[src/rtl/muldiv_unit.sv]
// -----------------------------------------------------------------------------
// muldiv_unit
//   Multiply/divide unit holding the LO/HI special registers.
//   MULT/MULTU form a full 2*DATA_BITS product (hi = upper half, lo = lower).
//   DIV/DIVU run a restoring shift-subtract divider, one quotient bit per
//   cycle (lo = quotient, hi = remainder). MTLO/MTHI write LO/HI directly.
//
//   Optional feature macro: MULDIV_FAST_MUL_EN
//     defined   -> MULT/MULTU complete at the accepting edge (no MUL state)
//     undefined -> MULT/MULTU use a radix-2 shift-add over DATA_BITS cycles
//
// Ports
//   clk    : clock, all state changes on the rising edge
//   rst_n  : synchronous active-low reset
//   start  : request strobe, qualified with op
//   op     : 0 MULT, 1 MULTU, 2 DIV, 3 DIVU, 4 MTLO, 5 MTHI, 6/7 no-op
//   a      : rs operand (multiplicand / dividend / MTLO-MTHI source)
//   b      : rt operand (multiplier / divisor)
//   flush  : abort an in-flight operation, or cancel a same-cycle start
//   lo, hi : LO/HI special registers
//   busy   : multi-cycle operation in flight
//   done   : one-cycle pulse after a multi-cycle result lands in LO/HI
// -----------------------------------------------------------------------------
module muldiv_unit #(
  parameter int DATA_BITS = 32
) (
  input  logic                 clk,
  input  logic                 rst_n,
  input  logic                 start,
  input  logic [2:0]           op,
  input  logic [DATA_BITS-1:0] a,
  input  logic [DATA_BITS-1:0] b,
  input  logic                 flush,
  output logic [DATA_BITS-1:0] lo,
  output logic [DATA_BITS-1:0] hi,
  output logic                 busy,
  output logic                 done
);

  localparam int W  = DATA_BITS;
  localparam int CW = (W > 1) ? $clog2(W) : 1;

  typedef enum logic [1:0] {
    IDLE = 2'd0,
    MUL  = 2'd1,
    DIV  = 2'd2
  } state_t;

  typedef enum logic [2:0] {
    OP_MULT  = 3'd0,
    OP_MULTU = 3'd1,
    OP_DIV   = 3'd2,
    OP_DIVU  = 3'd3,
    OP_MTLO  = 3'd4,
    OP_MTHI  = 3'd5,
    OP_NOP6  = 3'd6,
    OP_NOP7  = 3'd7
  } op_t;

  state_t state_q, state_d;

  logic [CW-1:0] cnt_q;
  logic [W-1:0]  work_hi_q;   // partial product high half / partial remainder
  logic [W-1:0]  work_lo_q;   // multiplier being consumed / dividend -> quotient
  logic [W-1:0]  operand_q;   // multiplicand or divisor magnitude
  logic          neg_lo_q;    // negate quotient, or negate whole product
  logic          neg_hi_q;    // negate remainder
  logic [W-1:0]  lo_q, hi_q;
  logic          done_q;

  // ---------------------------------------------------------------------------
  // Request decode
  // ---------------------------------------------------------------------------
  op_t  op_e;
  logic is_mul_op, is_div_op, is_signed;
  logic accept, iterating, last_iter, write_res;

  assign op_e      = op_t'(op);
  assign is_mul_op = (op_e == OP_MULT) || (op_e == OP_MULTU);
  assign is_div_op = (op_e == OP_DIV)  || (op_e == OP_DIVU);
  assign is_signed = (op_e == OP_MULT) || (op_e == OP_DIV);

  // A flush in IDLE kills a start arriving in the same cycle.
  assign accept    = start && (state_q == IDLE) && !flush &&
                     (op_e inside {OP_MULT, OP_MULTU, OP_DIV, OP_DIVU, OP_MTLO, OP_MTHI});
  assign iterating = (state_q != IDLE);
  assign last_iter = (cnt_q == CW'(W - 1));
  // Flush beats the final iteration: the result is dropped.
  assign write_res = iterating && last_iter && !flush;

  // Signed ops work on magnitudes; signs are reapplied when the result lands.
  // The most negative value maps to itself, which is the correct unsigned
  // magnitude.
  logic         a_neg, b_neg, b_zero;
  logic [W-1:0] a_mag, b_mag;

  assign a_neg  = is_signed & a[W-1];
  assign b_neg  = is_signed & b[W-1];
  assign b_zero = (b == '0);
  assign a_mag  = a_neg ? -a : a;
  assign b_mag  = b_neg ? -b : b;

`ifdef MULDIV_FAST_MUL_EN
  logic [2*W-1:0] a_ext, b_ext, fast_prod;

  assign a_ext     = {{W{a_neg}}, a};
  assign b_ext     = {{W{b_neg}}, b};
  assign fast_prod = a_ext * b_ext;
`endif

  // ---------------------------------------------------------------------------
  // One iteration of the shift-add multiplier / restoring divider
  // ---------------------------------------------------------------------------
  logic [W:0]     mul_sum, rem_shift, rem_diff;
  logic [W-1:0]   step_hi, step_lo;
  logic [2*W-1:0] product, product_fix;
  logic [W-1:0]   res_lo, res_hi;

  assign mul_sum   = {1'b0, work_hi_q} + ({1'b0, operand_q} & {(W+1){work_lo_q[0]}});
  assign rem_shift = {work_hi_q, work_lo_q[W-1]};
  // Bit W set means the trial subtraction borrowed (remainder < divisor).
  assign rem_diff  = rem_shift - {1'b0, operand_q};

  always_comb begin
    // NOTE: every always_comb output gets a default first so no path leaves it
    // unassigned, which would otherwise infer a latch.
    step_hi = work_hi_q;
    step_lo = work_lo_q;
    if (state_q == MUL) begin
      step_hi = mul_sum[W:1];
      step_lo = {mul_sum[0], work_lo_q[W-1:1]};
    end else if (state_q == DIV) begin
      if (!rem_diff[W]) begin
        step_hi = rem_diff[W-1:0];
        step_lo = {work_lo_q[W-2:0], 1'b1};
      end else begin
        step_hi = rem_shift[W-1:0];
        step_lo = {work_lo_q[W-2:0], 1'b0};
      end
    end
  end

  assign product     = {step_hi, step_lo};
  assign product_fix = neg_lo_q ? -product : product;

  always_comb begin
    res_lo = neg_lo_q ? -step_lo : step_lo;
    res_hi = neg_hi_q ? -step_hi : step_hi;
    if (state_q == MUL) begin
      res_lo = product_fix[W-1:0];
      res_hi = product_fix[2*W-1:W];
    end
  end

  // ---------------------------------------------------------------------------
  // FSM
  // ---------------------------------------------------------------------------
  always_ff @(posedge clk) begin
    // NOTE: sequential state uses non-blocking assignments so every register
    // samples pre-edge values regardless of statement order.
    if (!rst_n) state_q <= IDLE;
    else        state_q <= state_d;
  end

  always_comb begin
    state_d = state_q;
    unique case (state_q)
      IDLE: begin
        if (accept && is_div_op) begin
          state_d = DIV;
        end else if (accept && is_mul_op) begin
`ifdef MULDIV_FAST_MUL_EN
          state_d = IDLE;
`else
          state_d = MUL;
`endif
        end
      end
      MUL, DIV: begin
        if (flush || last_iter) state_d = IDLE;
      end
      default: state_d = IDLE;
    endcase
  end

  // ---------------------------------------------------------------------------
  // Datapath and LO/HI
  // ---------------------------------------------------------------------------
  always_ff @(posedge clk) begin
    if (!rst_n) begin
      cnt_q     <= '0;
      work_hi_q <= '0;
      work_lo_q <= '0;
      operand_q <= '0;
      neg_lo_q  <= 1'b0;
      neg_hi_q  <= 1'b0;
      lo_q      <= '0;
      hi_q      <= '0;
      done_q    <= 1'b0;
    end else begin
      done_q <= 1'b0;

      if (accept) begin
        cnt_q     <= '0;
        work_hi_q <= '0;
        unique case (op_e)
          OP_MULT, OP_MULTU: begin
`ifdef MULDIV_FAST_MUL_EN
            lo_q <= fast_prod[W-1:0];
            hi_q <= fast_prod[2*W-1:W];
`else
            work_lo_q <= b_mag;
            operand_q <= a_mag;
            neg_lo_q  <= a_neg ^ b_neg;
            neg_hi_q  <= 1'b0;
`endif
          end
          OP_DIV, OP_DIVU: begin
            work_lo_q <= a_mag;
            operand_q <= b_mag;
            // Divide by zero leaves an all-ones quotient unsigned; the
            // remainder magnitude equals |a| and re-signs back to a.
            neg_lo_q  <= (a_neg ^ b_neg) & ~b_zero;
            neg_hi_q  <= a_neg;
          end
          OP_MTLO: lo_q <= a;
          OP_MTHI: hi_q <= a;
          default: ;
        endcase
      end

      if (iterating && !flush) begin
        cnt_q     <= cnt_q + CW'(1);
        work_hi_q <= step_hi;
        work_lo_q <= step_lo;
      end

      if (write_res) begin
        lo_q   <= res_lo;
        hi_q   <= res_hi;
        done_q <= 1'b1;
      end
    end
  end

  assign busy = (state_q != IDLE);
  assign done = done_q;
  assign lo   = lo_q;
  assign hi   = hi_q;

endmodule

[config.mk]
export PLATFORM = sky130hd
export DESIGN_NAME = muldiv_unit
export DESIGN_NICKNAME = d
export VERILOG_FILES = /design/src/rtl/muldiv_unit.sv
export SDC_FILE = /design/constraint.sdc
export NUM_CORES = 1
export LEC_CHECK = 0
export BUFFER_PORTS_ARGS = -buffer_cell sky130_fd_sc_hd__buf_4
export CAP_MARGIN = 5
export CELL_PAD_IN_SITES_DETAIL_PLACEMENT = 1
export CELL_PAD_IN_SITES_GLOBAL_PLACEMENT = 1
export CORE_ASPECT_RATIO = 1.5
export CORE_UTILIZATION = 36
export CTS_CLUSTER_SIZE = 12
export DETAILED_ROUTE_END_ITERATION = 6
export GPL_TIMING_DRIVEN = 0
export PLACE_DENSITY = 0.78
export SLEW_MARGIN = 5
export SYNTH_ARGS = -nofsm -noshare
export SYNTH_HDL_FRONTEND = slang
export SYNTH_SLANG_ARGS = --single-unit
[constraint.sdc]
create_clock -name clk -period 12.6 [get_ports clk]
set_input_delay 2.52 -clock clk [delete_from_list [all_inputs] [get_ports clk]]
set_output_delay 2.52 -clock clk [all_outputs]
set_load 0.01 [all_outputs]
== Yosys cells after proc, flatten, opt, wreduce, memory -nomap -nowiden ==
Cells that the tools add are included.
Operators by class
  bitwise logic cells: 6
  eq/ne operators: 10
  reductions and logical operators: 32
  mux-type cells: 34
  add/subtract/negate cells: 8
Operators by type and width (number)
  $mux 32: 21
  $neg 32->32: 4
  $pmux 32 s2: 2
  $mux 64: 1
  $neg 64->64: 1
  $add 32x33->33: 1
  $and 32x33->33: 1
  $sub 33x32->33: 1
  $logic_not 32->1: 1
  $reduce_bool 2->1: 6
  $mux 5: 2
  $reduce_and 2->1: 5
  $logic_and 1x1->1: 8
  $eq 3x2->1 const B: 2
  $eq 3x3->1 const B: 2
  $mux 2: 3
  $reduce_bool 6->1: 1
  $reduce_or 2->1: 3
  $add 5x1->5 const B: 1
  $eq 5x5->1 const B: 1
  $logic_or 1x1->1: 4
  $pmux 1 s2: 2
  $pmux 2 s2: 1
  $and 1x1->1: 3
  other kinds (12): 13
Word-level totals
  output and inout bits: 66
  word-level logic and storage cells: 100
  register bits after elaboration: 170
  input bits: 71

== Depth between registers and ports, before layout ==
  depth after elaboration: 8
  gate-level depth with buffers: 24
  gate-level depth less buffers: 23

== Least setup slack after synthesis ==
Ideal clock, no wire load.
  path type: register -> register
  from: reg work_lo_q[31]
  to: reg hi_q[20], in the netlist hi[20]
  path buffers: 1
  path slack: 7263 ps
  arrival: 5204 ps
  setup time: 132 ps
  stages on the path, launching flop included: 25
  data required time: 12468 ps
  clock period less this slack: 5337 ps
  cell sequence: dfxtp_1 -> inv_1 -> ha_1 -> inv_1 -> fa_1 -> a211oi_2 -> nor4b_2 -> o21a_1 -> o21ai_1 -> a21oi_1 -> clkbuf_1 -> o21ai_0 -> inv_1 -> ha_1 -> nand2_1 -> or2_1 -> or2_1 -> or3_4 -> or4_4 -> a21oi_2 -> or4b_1 -> o41a_1 -> a21boi_1 -> xnor2_1 -> a21oi_1
On the way
  word-level cells in the longest chain between the ends: 8
  elaborated cells on any way between the ends: 13
  those cells by class: 3 x add/sub; 10 x mux
Ends and longest elaborated chain
  start, declared: line 64  | logic [W-1:0] work_lo_q;
  start signal, assigned: line 212  | work_lo_q <= b_mag;
  start signal, assigned: line 219  | work_lo_q <= a_mag;
  start signal, assigned: line 235  | work_lo_q <= step_lo;
  $sub 33x32->33: line 122  | assign rem_diff = rem_shift - {1'b0, operand_q};
  $mux 1 or $mux 32 (tied branches): line 133  | if (!rem_diff[W]) begin
  $mux 32: line 132  | end else if (state_q == DIV) begin
  $mux 32: line 129  | if (state_q == MUL) begin
  $neg 64->64 or $neg 32->32 (tied branches): line 144, 148
  $mux 64 or $mux 32 (tied branches): line 144, 148
  $mux 32 (*): line 149  | if (state_q == MUL) begin
  $mux 32 (*): line 238  | if (write_res) begin
  end signal, assigned: line 240  | hi_q <= res_hi;
  end, declared: line 68  | logic [W-1:0] lo_q, hi_q;
Mark *: on every way between the ends. The rest lies on a longest branch, timed or not.
A chain may end at the register's enable or synchronous reset.

== Final worst setup path ==
Same ends and word-level chain as after synthesis.

==> key figures <==
Run status
  – Status: finished, final reports clean

Placement
  – # port buffers: about 130
  – Placed instance count: ~3000
  – Placer Congestion: around 1.0
  – Post-DP HPWL: 70100 um

Synth
  – Synth warn: 0
  – Avg Synthesized Cell Area: 7.37 sq um
  – Cells after synthesis: ~2200
  – EDFF count, synth: 0
  – Cell variety after synth: 88
  – #FFs+latches synth: 170
  – Post-synthesis cell area: ~16000 sq um
  – Cell taking the most area after synthesis: dfxtp_1
  – Top FF cell, synth: dfxtp_1
  – Top-area cell type share of the netlist area: approximately a fifth
  – Synth area leaders: dfxtp_1 (21%), nand2_1 (6.2%), ha_1 (5.6%)
  – Sequential share of the synthesized area: between 20% and 30%
  – Synth async-reset ratio: 0%
  – Post-synthesis net count: about 2400

Detailed routing
  – WL final: ~86000 um
  – Routed len/inst: between 20 and 30 um
  – Via density: between 6 and 7
  – Initial drt markers: 1387
  – Number of vias in the routed layout: 18855
  – Pre-Repair DR Iteration Count: 5
  – DRC: 0
  – Final ANT Viol Nets: 0

Global routing
  – Total grt overflow: 0
  – Initial antenna violation count: 2
  – Vias in the first global route: between 15000 and 20000
  – Tot GR Track Use: approximately 36%
  – First-pass GRT wire length: approximately 120000 um
  – Largest net degree at the start of global routing: 19

Clock tree
  – H-tree depth: 4
  – Post-cts gate resize count: 0
  – Setup Buffers After CTS: 0
  – Total CTS buffers: 17
  – Count of hold-fix buffers inserted at cts: 0
  – Later-pin clock latency in the skew report: approximately 0.48 ns
  – CTS clk-pin slew, worst paths: 0.07 ns
  – Clock root cell: clkbuf_16
  – CTS tree: done
  – Clk sink count: 170
  – CTS max path bufs: 2

Floorplan
  – Die Footprint: roughly 47000 sq um
  – Die height: 264 um
  – CORE AREA: between 40000 and 50000 sq um
  – Die W: about 180 um
  – Io pins: around 140
  – Cell Rows: 95
  – Initial Util: ~37%

Min path
  – Hold Path Depth: 1
  – Worst Hold Path EP: cnt_q[3]
  – HP Start: cnt_q[3]
  – Min-delay worst type: flop to flop

Timing
  – FMAX: between 100 and 150 MHz
  – Rel. slew slack: between 10 and 15%
  – RSZ-0062 raised after global routing: false
  – Fin Clk Skew: between 0.02 and 0.03 ns
  – # setup viols final: 0
  – Measured slew at the worst slew-check pin: about 1.3 ns
  – Final Max Slew Viols: 0
  – Final period util: between 50% and 60%
  – Hold Vio Cnt, Final: 0
  – Minimum clock period: 7.51 ns
  – Post-Route Setup TNS: 0 ns

Critical path
  – Setup CP Type: flop to flop
  – Worst-path fanout max: 10
  – Cells on worst reg2reg path: 24
  – Flop-to-flop setup slack: 5.09 ns
  – Critical path data required time: 12.94 ns
  – Arrival @ worst endpoint: between 7 and 8 ns
  – CP Capture Type: flop
  – RR Endpoint: hi[20]
  – CP startpoint kind: flop
  – Worst R2R Start: work_lo_q[31]

Final layout
  – Commonest cells after routing, fill and taps aside: nand2_1 (273), dfxtp_1 (170), a21oi_1 (158)
  – Sequential Area: roughly 3400 sq um
  – Post-layout util: 41.8%
  – P&R area growth vs syn: 14.3%
  – Commonest non-fill, non-tap cell in the layout: nand2_1
  – Final-stage net count: around 2500
  – Filler instances: 5725
  – Non-Filler Instances: around 3000
  – Share of cells above drive strength 1: around 10%
  – Multi-input gate area in the final layout: about 12000 sq um

Run
  – Max cap viols: 0

Power
  – Maximum vdd drop: approximately 0.068 mV
  – Lkg Pwr: around 7.7 nW
  – Power Dens Cells: 104 nW/um^2
-- synthesized netlist by cell type, drive strengths merged (7+ instances only) --
cell type and instances:
nand2 273, dfxtp 170, a21oi 160, o21ai 158
nor2 155, clkbuf 102, xnor2 92, mux2i 82
ha 73, inv 70, and2 65, xor2 65
nor2b 57, o211ai 57, a21boi 50, nand3 48
o211a 41, a211oi 36, buf 36, a22oi 35
nor3 30, and3 24, mux2 24, a21o 22
nor4 21, nand2b 20, o31ai 20, a31oi 19
nand4 19, o21a 19, a221oi 16, or2 16
or3 16, o22ai 15, a211o 10, o21bai 9
o41ai 9, or4 9, nand4b 7, o31a 7
-- kinds of logic (layout without fill, tap and decap cells) --
group | after synthesis | count (layout) | synth area share, %
AND/OR/NAND/NOR | 779 | 779 | 23.2
AO/OA/AOI/OAI | 733 | 733 | 30.2
buffers and inverters | 209 | 375 | 5.01
flip-flops | 170 | 170 | 20.7
XOR/XNOR | 157 | 157 | 8.37
multiplexers | 106 | 106 | 6.68
adder cells (fa/ha/maj) | 75 | 75 | 5.80
other | 0 | 2 | 0
-- how the worst max path moves through the flow --
stage	from	endpoint	slack, ns	cells after the start
2_1_floorplan	work_lo_q[31]	hi[20]	7.26	24
3_3_place_gp	work_lo_q[31]	hi[20]	5.37	24
3_5_place_dp	work_lo_q[31]	hi[20]	5.30	24
4_1_cts	work_lo_q[31]	hi[20]	5.23	24
5_1_grt	work_lo_q[31]	hi[20]	4.77	24
6_report	work_lo_q[31]	hi[20]	5.09	24
-- power breakdown --
group	internal, mW	leakage, nW	switching [mW]
sequential	0.554	1.37	0.0230
combinational	0.247	6.08	0.561
clock	0.290	0.300	0.283
-- registers in the layout, summed over array words and instances (netlist names) --
register,count
hi,32
work_hi_q,32
cnt_q,5
neg_hi_q,1
neg_lo_q,1
state_q,2
work_lo_q,32
lo,32
operand_q,32
done,1
-- metrics by stage --
stage          total power, mW  hold WS (ns)  setup WS (ns)  instance area (sq um)
2_1_floorplan             1.05         0.424           7.26                  16400
3_3_place_gp              1.35         0.444           5.37                  18200
3_5_place_dp              1.37         0.455           5.30                  18200
4_1_cts                   1.93         0.468           5.23                  18800
5_1_grt                   2.01         0.516           4.77                  18800
6_report                  1.96         0.483           5.09                  18800
-- metal layers --
| layer | vias to the layer above | track usage (%) | part of all wire [%] |
|---|---|---|---|
| li1 | 8445 | - | - |
| met1 | 9286 | 37.5 | 36 |
| met2 | 757 | 62.2 | 48 |
| met3 | 367 | 4.94 | 4.5 |
| met4 | 0 | 36.0 | 11 |
| met5 | - | 0 | 0 |
-- worst max-delay path, stage by stage (launching register included) --
cell	delay, ns
dfxtp_1	0.42
inv_1	0.10
ha_1	0.23
inv_1	0.07
fa_1	0.28
a211oi_2	0.12
nor4b_2	0.51
o21a_1	0.39
o21ai_1	0.18
a21oi_1	0.46
clkbuf_1	0.57
o21ai_0	0.56
inv_1	0.24
ha_1	0.19
nand2_1	0.12
or2_1	0.30
or2_1	0.34
or3_4	0.39
or4_4	0.45
a21oi_2	0.24
or4b_1	0.47
o41a_1	0.33
a21boi_1	0.16
xnor2_1	0.18
a21oi_1	0.09
-- cell type report --
type | instances | share of cell area (%)
Multi-Input combinational cell | 1850 | 65.0
Sequential cell | 170 | 18.1
Timing Repair Buffer | 134 | 5.37
Tap cell | 582 | 3.88
Buffer | 138 | 2.96
Clock buffer | 18 | 2.34
Inverter | 71 | 1.42
Clock inverter | 14 | 0.899
Antenna cell | 2 | 0.0266
(Power assumes the default switching activity.)
